File: config.mk
export PLATFORM = sky130hd
export DESIGN_NAME = fetch_unit
export DESIGN_NICKNAME = d
export VERILOG_FILES = /design/src/rtl/rv32_fetch_pkg.sv /design/src/rtl/fetch_skid_buf.sv /design/src/rtl/fetch_unit.sv
export SDC_FILE = /design/constraint.sdc
export NUM_CORES = 1
export LEC_CHECK = 0
export CORE_MARGIN = 4
export CORE_UTILIZATION = 47
export CTS_CLUSTER_SIZE = 14
export DETAILED_ROUTE_END_ITERATION = 8
export PLACE_DENSITY = 0.77
export SYNTH_ARGS = -nofsm -noshare
export SYNTH_HDL_FRONTEND = slang
export SYNTH_HIERARCHICAL = 1
export SYNTH_SLANG_ARGS = --single-unit
File: constraint.sdc
create_clock -name clk -period 2.3 [get_ports clk]
set_input_delay 0.46 -clock clk [delete_from_list [all_inputs] [get_ports clk]]
set_output_delay 0.46 -clock clk [all_outputs]
set_load 0.03 [all_outputs]
File: src/rtl/rv32_fetch_pkg.sv
// Shared constants for the RV32 instruction-fetch stage.
//   XLEN       address / instruction width
//   NOP_INSTR  canonical NOP (addi x0, x0, 0), held in the output register at reset
//   PC_STEP    byte increment between sequential fetches
package rv32_fetch_pkg;

  localparam int unsigned XLEN      = 32;
  localparam logic [31:0] NOP_INSTR = 32'h0000_0013;
  localparam int unsigned PC_STEP   = 4;

endpackage : rv32_fetch_pkg

File: src/rtl/fetch_skid_buf.sv
// Output register plus one-entry skid buffer for fetched {pc, instr} pairs.
// The upstream issue logic never sends a return that would not fit, so there is
// no in_ready; flush drops both held entries and the return presented with it.
// Ports:
//   clk, rst_n              clock, async active-low reset
//   flush                   discard held entries and the incoming return
//   in_valid/in_pc/in_instr returning RAM word and its PC
//   out_ready               consumer accepts the output entry
//   out_valid/out_pc/out_instr  registered output entry
//   skid_valid              skid entry occupied (feeds upstream occupancy)
module fetch_skid_buf
  import rv32_fetch_pkg::*;
#(
  parameter int unsigned DW = 32
) (
  input  logic          clk,
  input  logic          rst_n,
  input  logic          flush,
  input  logic          in_valid,
  input  logic [DW-1:0] in_pc,
  input  logic [DW-1:0] in_instr,
  input  logic          out_ready,
  output logic          out_valid,
  output logic [DW-1:0] out_pc,
  output logic [DW-1:0] out_instr,
  output logic          skid_valid
);

  logic [DW-1:0] skid_pc;
  logic [DW-1:0] skid_instr;
  logic          pop_c;

  assign pop_c = out_valid & out_ready;

  // Returns go to the output register when it frees up and the skid is empty,
  // otherwise to the skid; a pop with a full skid shifts skid -> out first.
  always_ff @(posedge clk or negedge rst_n) begin
    if (!rst_n) begin
      out_valid  <= 1'b0;
      skid_valid <= 1'b0;
      out_pc     <= '0;
      out_instr  <= DW'(NOP_INSTR);
      skid_pc    <= '0;
      skid_instr <= '0;
    end else if (flush) begin
      out_valid  <= 1'b0;
      skid_valid <= 1'b0;
    end else if (skid_valid) begin
      if (pop_c) begin
        out_pc     <= skid_pc;
        out_instr  <= skid_instr;
        skid_valid <= in_valid;
        if (in_valid) begin
          skid_pc    <= in_pc;
          skid_instr <= in_instr;
        end
      end
    end else if (!out_valid || out_ready) begin
      out_valid <= in_valid;
      if (in_valid) begin
        out_pc    <= in_pc;
        out_instr <= in_instr;
      end
    end else begin
      skid_valid <= in_valid;
      if (in_valid) begin
        skid_pc    <= in_pc;
        skid_instr <= in_instr;
      end
    end
  end

endmodule : fetch_skid_buf

File: src/rtl/fetch_unit.sv
// Instruction-fetch stage: owns the PC, drives a sync-read (1-cycle) instruction
// RAM and hands {pc, instr} pairs to decode over valid/ready. Redirects flush
// everything in flight and restart fetch at the target.
// Optional feature macro: FETCH_MISALIGN_CHK_EN
//   defined   - a redirect with target[1:0] != 0 flushes, raises sticky fetch_fault
//               and halts issue until the next aligned redirect clears it
//   undefined - target[1:0] is forced to 0 and fetch_fault is tied low
// Ports:
//   clk, rst_n                       clock, async active-low reset
//   imem_addr/imem_we/imem_wdata     RAM request (addr combinational, write tied off)
//   imem_rdata                       RAM data, one cycle after the address is sampled
//   redirect_valid/redirect_pc       one-cycle restart request and target
//   out_valid/out_ready/out_pc/out_instr  decode handshake
//   fetch_fault                      sticky misaligned-redirect flag
module fetch_unit
  import rv32_fetch_pkg::*;
#(
  parameter int unsigned     XLEN     = 32,
  parameter logic [XLEN-1:0] RESET_PC = '0
) (
  input  logic            clk,
  input  logic            rst_n,
  output logic [XLEN-1:0] imem_addr,
  output logic            imem_we,
  output logic [XLEN-1:0] imem_wdata,
  input  logic [XLEN-1:0] imem_rdata,
  input  logic            redirect_valid,
  input  logic [XLEN-1:0] redirect_pc,
  output logic            out_valid,
  input  logic            out_ready,
  output logic [XLEN-1:0] out_pc,
  output logic [XLEN-1:0] out_instr,
  output logic            fetch_fault
);

  logic [XLEN-1:0] fetch_pc;
  logic [XLEN-1:0] inflight_pc;
  logic            inflight_valid;
  logic            skid_valid;
  logic [XLEN-1:0] redirect_tgt_c;
  logic [XLEN-1:0] addr_c;
  logic            redirect_ok_c;
  logic            halt_c;
  logic            pop_c;
  logic [1:0]      occ_c;
  logic            issue_c;
  logic            ret_valid_c;

`ifdef FETCH_MISALIGN_CHK_EN
  logic fault_q;

  assign redirect_tgt_c = redirect_pc;
  assign redirect_ok_c  = (redirect_pc[1:0] == 2'b00);
  assign halt_c         = fault_q;
  assign fetch_fault    = fault_q;

  // Every redirect re-evaluates the fault: misaligned sets it, aligned clears it.
  always_ff @(posedge clk or negedge rst_n) begin
    if (!rst_n) begin
      fault_q <= 1'b0;
    end else if (redirect_valid) begin
      fault_q <= !redirect_ok_c;
    end
  end
`else
  logic unused_redirect_lsb;

  assign redirect_tgt_c      = {redirect_pc[XLEN-1:2], 2'b00};
  assign unused_redirect_lsb = ^redirect_pc[1:0];
  assign redirect_ok_c       = 1'b1;
  assign halt_c              = 1'b0;
  assign fetch_fault         = 1'b0;
`endif

  assign addr_c     = redirect_valid ? redirect_tgt_c : fetch_pc;
  assign imem_addr  = addr_c;
  assign imem_we    = 1'b0;
  assign imem_wdata = '0;

  // Entries that will be held after this edge if nothing new were issued;
  // issuing only below 2 guarantees the out+skid pair never overflows.
  assign pop_c   = out_valid & out_ready;
  assign occ_c   = 2'(out_valid) + 2'(skid_valid) + 2'(inflight_valid) - 2'(pop_c);
  assign issue_c = redirect_valid ? redirect_ok_c : ((occ_c < 2'd2) && !halt_c);

  // A return coinciding with a redirect belongs to the old stream.
  assign ret_valid_c = inflight_valid & !redirect_valid;

  // PC and in-flight request tracking.
  always_ff @(posedge clk or negedge rst_n) begin
    if (!rst_n) begin
      fetch_pc       <= RESET_PC;
      inflight_valid <= 1'b0;
      inflight_pc    <= '0;
    end else if (issue_c) begin
      inflight_valid <= 1'b1;
      inflight_pc    <= addr_c;
      fetch_pc       <= addr_c + XLEN'(PC_STEP);
    end else begin
      inflight_valid <= 1'b0;
    end
  end

  fetch_skid_buf #(
    .DW(XLEN)
  ) u_skid (
    .clk       (clk),
    .rst_n     (rst_n),
    .flush     (redirect_valid),
    .in_valid  (ret_valid_c),
    .in_pc     (inflight_pc),
    .in_instr  (imem_rdata),
    .out_ready (out_ready),
    .out_valid (out_valid),
    .out_pc    (out_pc),
    .out_instr (out_instr),
    .skid_valid(skid_valid)
  );

endmodule : fetch_unit

==> qor.txt, run 1 <==
worst-skew pair later-pin latency - 440 ps
port buffer count - 162
Critical Path End Type - primary output
ys async rst share - 100.0%
sequential share of the synthesized area - 50.57%
Area after DPL - 11,960 um2
Final HPWL DP - 16,420 um
htree depth - 4
clock skew - 10.78 ps
Switch Pwr - 4.611 mW
row cnt - 51
measured slew at the worst slew-check pin - 510.3 ps
I/O Pins - 199
# setup viols final - 0
CTS Buf Count - 17
Max-cap violations - 0
Fmax - 443.3 MHz
Setup CP Type - input pin to primary output
Die X-Extent - 150.6 um
CP Launch Type - input pin
die height - 150.6 um
Mapped Cells - 795
Combinational Power Share - 37.6%
DR pass1 iterations - 5
Distinct cells, synth - 43
Yosys warning count - 6
R2R Path Start - u_skid/out_valid$_DFFE_PN0P_
core area - 19,720 um2
DRC - 0
Clk pwr share - 22.1%
first-pass GRT wire length - 36,380 um
Synth-to-Final Area Change - 33.89%
Seq pwr share - 40.4%
count leader, synth - mux2_2
wire per inst - 17.75 um
slew margin rel. - 65.98%
Routed Antenna Nets - 0
dominant cell type by area after synthesis - dfrtp_1
Layout fillers - 1,510
worst endpoint data arrival time - 1800 ps
clock transition at the registers of the reported paths - 70 ps
terminus of the critical flop-to-flop path - fetch_pc[28]$_DFFE_PN0P_
Clock Tree Buf Depth - 2
worst min-delay path class - flop to flop
ANT cells - 0
CP startpoint - redirect_pc[8]
GP Congestion - 0.9133
cell-internal power - 8.574 mW
crit path to - imem_addr[8]
Reg2Reg Setup Slack - 150 ps
RSZ-0062 raised after global routing - false
die area - 22,680 um2
Final Cell Area - 12,800 um2
NumNets Final - 1,096
setup tns final - 0 ps
placed cell count - 1,265
top cells by instance count after synthesis - mux2_2 (202), dfrtp_1 (190), nor2_1 (69)
vias in the first global route - 7,055
largest net degree at the start of global routing - 63
Sw Ratio - 34.97%
hold path startpoint - u_skid/skid_pc[9]$_DFFE_PN0P_
DR iter-0 viols - 485
grt total ovfl - 0
Avg Vias per Cell - 5.307
CTS Sinks - 193
Non-Filler Instances - 1,303
Post-synth EDFFs - 0
Routed WL - 23,130 um
vias - 6,915
Clock Root Buffer - clkbuf_16
Crit Path Max Fanout - 3
starting density of the core - 48.47%
final period utilization - 98.08%
Syn Area/Cell - 12.02 um2
commonest register cell after synthesis - dfrtp_1
pwr/cell area - 1030 nW/um2
Mapped Area - 9558 um2
final hold slack - 485.8 ps
min cycle time layout - 2256 ps
Final Util - 64.90%
Synth area leaders - dfrtp_1 (50%), mux2_2 (24%), nor2_1 (2.7%), buf_4 (2.7%), a21oi_1 (1.8%)
WP data required - 1840 ps
Hold Fails Final Rpt - 0
#FFs+latches synth - 193
post-synth top area share - 49.74%
CTS tree - yes
initial antenna violation count - 0
static leakage - 5.553 nW
Worst Reg2Reg Path Length in Cells - 12
Max VDD drop - 720.7 uV
layout cells sized above 1 - 37.28%
status - completed
fin. max-slew vios - 0
Total GRT Usage - 20.43%
-- layout by cell type (no fill, tap or decap), types with 6 or more instances in the layout --
| cell type | synthesis | layout |
|---|---|---|
| nand4_1 | 9 | 9 |
| mux2_1 | 9 | 9 |
| inv_1 | 18 | 16 |
| mux2i_1 | 14 | 14 |
| nor2b_1 | 6 | 6 |
| clkbuf_16 | 0 | 17 |
| nand3_1 | 16 | 16 |
| mux2_4 | 0 | 11 |
| a21oi_1 | 34 | 32 |
| conb_1 | 1 | 34 |
| buf_4 | 34 | 88 |
| buf_12 | 1 | 14 |
| nand4b_1 | 7 | 7 |
| nor2_1 | 69 | 62 |
| clkdlybuf4s50_1 | 0 | 134 |
| dfrtp_1 | 190 | 188 |
| nand2_1 | 45 | 40 |
| xor2_1 | 7 | 6 |
| xnor2_1 | 8 | 8 |
| o21ai_0 | 10 | 10 |
| and3_1 | 11 | 11 |
| buf_6 | 13 | 6 |
| a22oi_1 | 7 | 7 |
| mux2_2 | 202 | 191 |
| nand3b_1 | 7 | 7 |
-- registers in the layout (all words and copies together), names as in the netlist --
| signal | cells |
|---|---|
| u_skid/skid_instr | 32 |
| u_skid/out_valid | 1 |
| u_skid/out_pc | 32 |
| u_skid/skid_pc | 32 |
| inflight_valid | 1 |
| u_skid/out_instr | 32 |
| u_skid/skid_valid | 1 |
| inflight_pc | 30 |
| fetch_pc | 32 |
-- per-stage QoR --
step | power, mW | worst slack, ps
finish | 13.18 | 44.24
global placement | 10.08 | -481.0
floorplan | 8.207 | -374.8
detailed placement | 10.22 | -534.2
CTS | 13.24 | -3.938
global route | 13.87 | 2.509
-- critical path, stage by stage --
cell and delay (ps):
clkdlybuf4s50_1 500, mux2_2 170, clkdlybuf4s50_1 660
-- layout make-up --
class                      count  area, um2  area share (%)
timing repair buffer         253       2489           19.45
multi-input combinational    542       4499           35.16
clock buffer                  17      425.4           3.324
sequential                   193       4836           37.79
tap                          265      331.6           2.591
inverter                      18      70.07          0.5475
clock inverter                15      146.4           1.144
-- logic make-up (layout without fill, tap and decap cells) --
logic type	count (synthesis)	after routing	share of synthesized area [%]
AO/OA/AOI/OAI	79	79	5.236
XOR/XNOR	15	15	1.375
adder cells (fa/ha/maj)	3	3	0.3928
buffers and inverters	93	303	6.323
flip-flops	193	193	50.57
multiplexers	225	225	26.33
other	1	34	0.03923
AND/OR/NAND/NOR	186	186	9.740
-- power groups by stage --
stage	registers, mW	clock network [mW]	logic [mW]
floorplan	6.06	0	2.15
global placement	5.30	0	4.77
detailed placement	5.37	0	4.86
CTS	5.32	2.98	4.94
global route	5.46	3.13	5.28
finish	5.32	2.91	4.95
-- metal layers --
| layer | vias up | part of all wire, % | track usage [%] |
|---|---|---|---|
| met5 | - | 0 | 0 |
| met4 | 0 | 3.1 | 8.069 |
| met3 | 56 | 5.1 | 4.275 |
| met2 | 225 | 50 | 33.86 |
| met1 | 3416 | 41 | 26.34 |
| li1 | 3218 | - | - |
-- worst min path at each step --
stage,to,cells past startpoint
after floorplan,fetch_pc[0]$_DFFE_PN0P_,0
after detailed placement,fetch_pc[25]$_DFFE_PN0P_,1
after CTS,u_skid/skid_instr[7]$_DFFE_PN0P_,1
after global routing,u_skid/skid_pc[10]$_DFFE_PN0P_,1
final,u_skid/skid_pc[9]$_DFFE_PN0P_,1
after global placement,fetch_pc[31]$_DFFE_PN0P_,2
-- repair_timing --
item | CTS | global route
pin swaps | 4 | 5
gates cloned | 1 | 0
endpoints found under the setup margin | 44 | 48
hold endpoints to repair | 10 | 0
hold buffers | 1 | 0
buffers inserted | 2 | 2
resized for setup | 18 | 31
(Power assumes the default switching activity.)
==> run 2: changes to the inputs <==
--- a/config.mk
+++ b/config.mk
@@ -5,11 +5,12 @@
 export SDC_FILE = /design/constraint.sdc
 export NUM_CORES = 1
 export LEC_CHECK = 0
+export ABC_AREA = 1
 export CORE_MARGIN = 4
-export CORE_UTILIZATION = 47
+export CORE_UTILIZATION = 48
 export CTS_CLUSTER_SIZE = 14
 export DETAILED_ROUTE_END_ITERATION = 8
-export PLACE_DENSITY = 0.77
+export PLACE_DENSITY = 0.78
 export SYNTH_ARGS = -nofsm -noshare
 export SYNTH_HDL_FRONTEND = slang
 export SYNTH_HIERARCHICAL = 1
==> run 2 against run 1 <==
Effect of this change: synthesized cell count grew 69%; final cell count is 39% higher; first-iteration DRC count up 46%; final area is 0.29% lower; combinational power decreased by 35%; utilization shrank 4.0 points; register-to-register slack worse by 70 ps; flip-flop and latch count is the same; critical path depth up 11; critical path type is now flop to flop; critical endpoint is now fetch_pc[11]$_DFFE_PN0P_.
==> qor.txt, run 2 <==
status - completed
commonest non-fill, non-tap cell in the layout - nand2_1
setup tns final - 0 ps
Mapped Cells - 1,342
Non-Filler Instances - 1,808
DR pass1 iterations - 5
Total GRT Usage - 21.87%
Layout fillers - 1,954
min cycle time layout - 2218 ps
grt total ovfl - 0
Clock Tree Buf Depth - 2
DRC - 0
wire per inst - 14.75 um
WP data required - 2600 ps
largest net degree at the start of global routing - 73
measured slew at the worst slew-check pin - 734.3 ps
GP Congestion - 0.9536
CTS Buf Count - 17
Critical Path End Type - flop
Max VDD drop - 545.4 uV
Final Cell Area - 12,760 um2
Die X-Extent - 153.9 um
commonest register cell after synthesis - dfrtp_1
post-synth top area share - 46.55%
count leader, synth - nand2_1
ANT cells - 0
dominant cell type by area after synthesis - dfrtp_1
slew margin rel. - 51.04%
htree depth - 4
# setup viols final - 0
Crit Path Max Fanout - 7
#FFs+latches synth - 193
layout cells sized above 1 - 14.55%
NumNets Final - 1,591
clock skew - 10.52 ps
row cnt - 53
worst-skew pair later-pin latency - 430 ps
CP Launch Type - flop
Max-cap violations - 0
core area - 20,960 um2
Fmax - 450.8 MHz
RSZ-0062 raised after global routing - true
Synth area leaders - dfrtp_1 (47%), nand2_1 (24%), nand3_1 (5.3%), nand4_1 (4.0%), buf_4 (4.0%)
Area after DPL - 11,970 um2
Setup CP Type - flop to flop
Hold Fails Final Rpt - 0
Clock Root Buffer - clkbuf_16
final period utilization - 96.45%
Yosys warning count - 6
I/O Pins - 199
starting density of the core - 48.74%
initial antenna violation count - 0
vias - 9,341
sequential share of the synthesized area - 47.32%
top cells by instance count after synthesis - nand2_1 (642), dfrtp_1 (190), nand3_1 (108)
die height - 153.9 um
static leakage - 6.529 nW
Distinct cells, synth - 35
port buffer count - 162
Post-synth EDFFs - 0
fin. max-slew vios - 0
vias in the first global route - 8,356
Routed Antenna Nets - 0
Syn Area/Cell - 7.611 um2
Reg2Reg Setup Slack - 80 ps
pwr/cell area - 831.6 nW/um2
CTS Sinks - 193
ys async rst share - 100.0%
first-pass GRT wire length - 42,940 um
die area - 23,680 um2
Mapped Area - 10,210 um2
Avg Vias per Cell - 5.166
worst min-delay path class - input pin to async pin
commonest cells after routing, fill and taps aside - nand2_1 (637), dfrtp_1 (188), clkdlybuf4s50_1 (129), nand3_1 (108), buf_4 (87)
Final HPWL DP - 18,000 um
DR iter-0 viols - 709
worst endpoint data arrival time - 2520 ps
CTS tree - yes
clock transition at the registers of the reported paths - 70 ps
Synth-to-Final Area Change - 24.93%
placed cell count - 1,768
Routed WL - 26,660 um
-- run 2: cell count changes after synthesis, sizes merged, moves of 29 or more --
cell   before  now
nand2      45  673
mux2      211    0
nand3      16  111
inv        18   49
nand4      10   65
a21oi      34    5
buf        59  102
-- run 2: layout make-up --
type | instances | area (um2) | share of cell area (%)
Sequential cell | 193 | 4836 | 37.90
Multi-Input combinational cell | 1019 | 4512 | 35.36
Clock inverter | 14 | 103.9 | 0.8139
Timing Repair inverter | 2 | 17.52 | 0.1373
Tap cell | 275 | 344.1 | 2.697
Clock buffer | 18 | 439.2 | 3.442
Inverter | 49 | 196.4 | 1.540
Timing Repair Buffer | 238 | 2311 | 18.11
-- run 2: power breakdown --
part           internal [mW]  switching, mW  leakage [nW]  total (mW)
combinational           1.24           1.97          3.86        3.21
sequential              4.19          0.466          2.41        4.65
clock                   1.42           1.33         0.264        2.75
total                   6.85           3.76          6.53        10.6
-- run 2: final timing paths --
check | from | endpoint | cells after the start
worst min-delay path | rst_n | u_skid/skid_instr[24]$_DFFE_PN0P_ | 1
worst max-delay path | u_skid/out_valid$_DFFE_PN0P_ | fetch_pc[11]$_DFFE_PN0P_ | 14
min in group clk | redirect_valid | fetch_pc[1]$_DFFE_PN0P_ | 3
worst min register to register | u_skid/out_instr[0]$_DFFE_PN1P_ | u_skid/out_instr[0]$_DFFE_PN1P_ | 2
max in group asynchronous | rst_n | u_skid/out_instr[0]$_DFFE_PN1P_ | 2
worst max register to register | u_skid/out_valid$_DFFE_PN0P_ | fetch_pc[11]$_DFFE_PN0P_ | 14
-- run 2: timing repair --
action | CTS | global route
pin swaps | 0 | 9
resized for setup | 6 | 31
endpoints found under the hold margin | 0 | 0
buffers inserted | 0 | 3
hold buffers | 0 | 0
endpoints found under the setup margin | 31 | 54
gates cloned | 0 | 5
-- run 2: kinds of logic (layout without fill, tap and decap cells) --
logic type               Yosys count  after routing  synth area share [%]
flip-flops                       193            193                 47.32
AO/OA/AOI/OAI                     48             48                 2.683
other                              1             34               0.03672
XOR/XNOR                           2              2                0.1715
AND/OR/NAND/NOR                  932            932                 38.92
buffers and inverters            163            321                 10.50
adder cells (fa/ha/maj)            3              3                0.3676
-- run 2: critical path, stage by stage (launching register included) --
cell	delay [ps]
dfrtp_2	410
nand2_2	70
inv_2	40
ha_4	250
inv_2	40
ha_4	220
nand2_2	60
nand2_2	50
or2_4	250
nand3_4	220
buf_12	150
inv_6	50
buf_4	140
nor2_2	80
a22oi_1	70
-- run 2: routing by layer --
metal  global-route usage [%]  vias to the layer above  part of all wire (%)
met5                        0                        -                     0
met4                    6.182                        0                   1.7
met3                    3.321                       33                   7.0
met2                    33.21                      383                    45
met1                    32.81                     4373                    46
li1                         -                     4552                     -
-- run 2: metrics by stage --
step                      hold WS (ps)  setup slack [ps]  power, mW  utilization, %
after floorplan                  164.4             61.40      6.605               -
after global placement           452.3            -471.5      7.755           57.13
after detailed placement         458.3            -512.5      7.838           57.13
final                            16.60             81.70      10.61           60.89
after CTS                        62.97             14.65      10.61           59.81
after global routing             73.04            -50.63      11.19           60.89
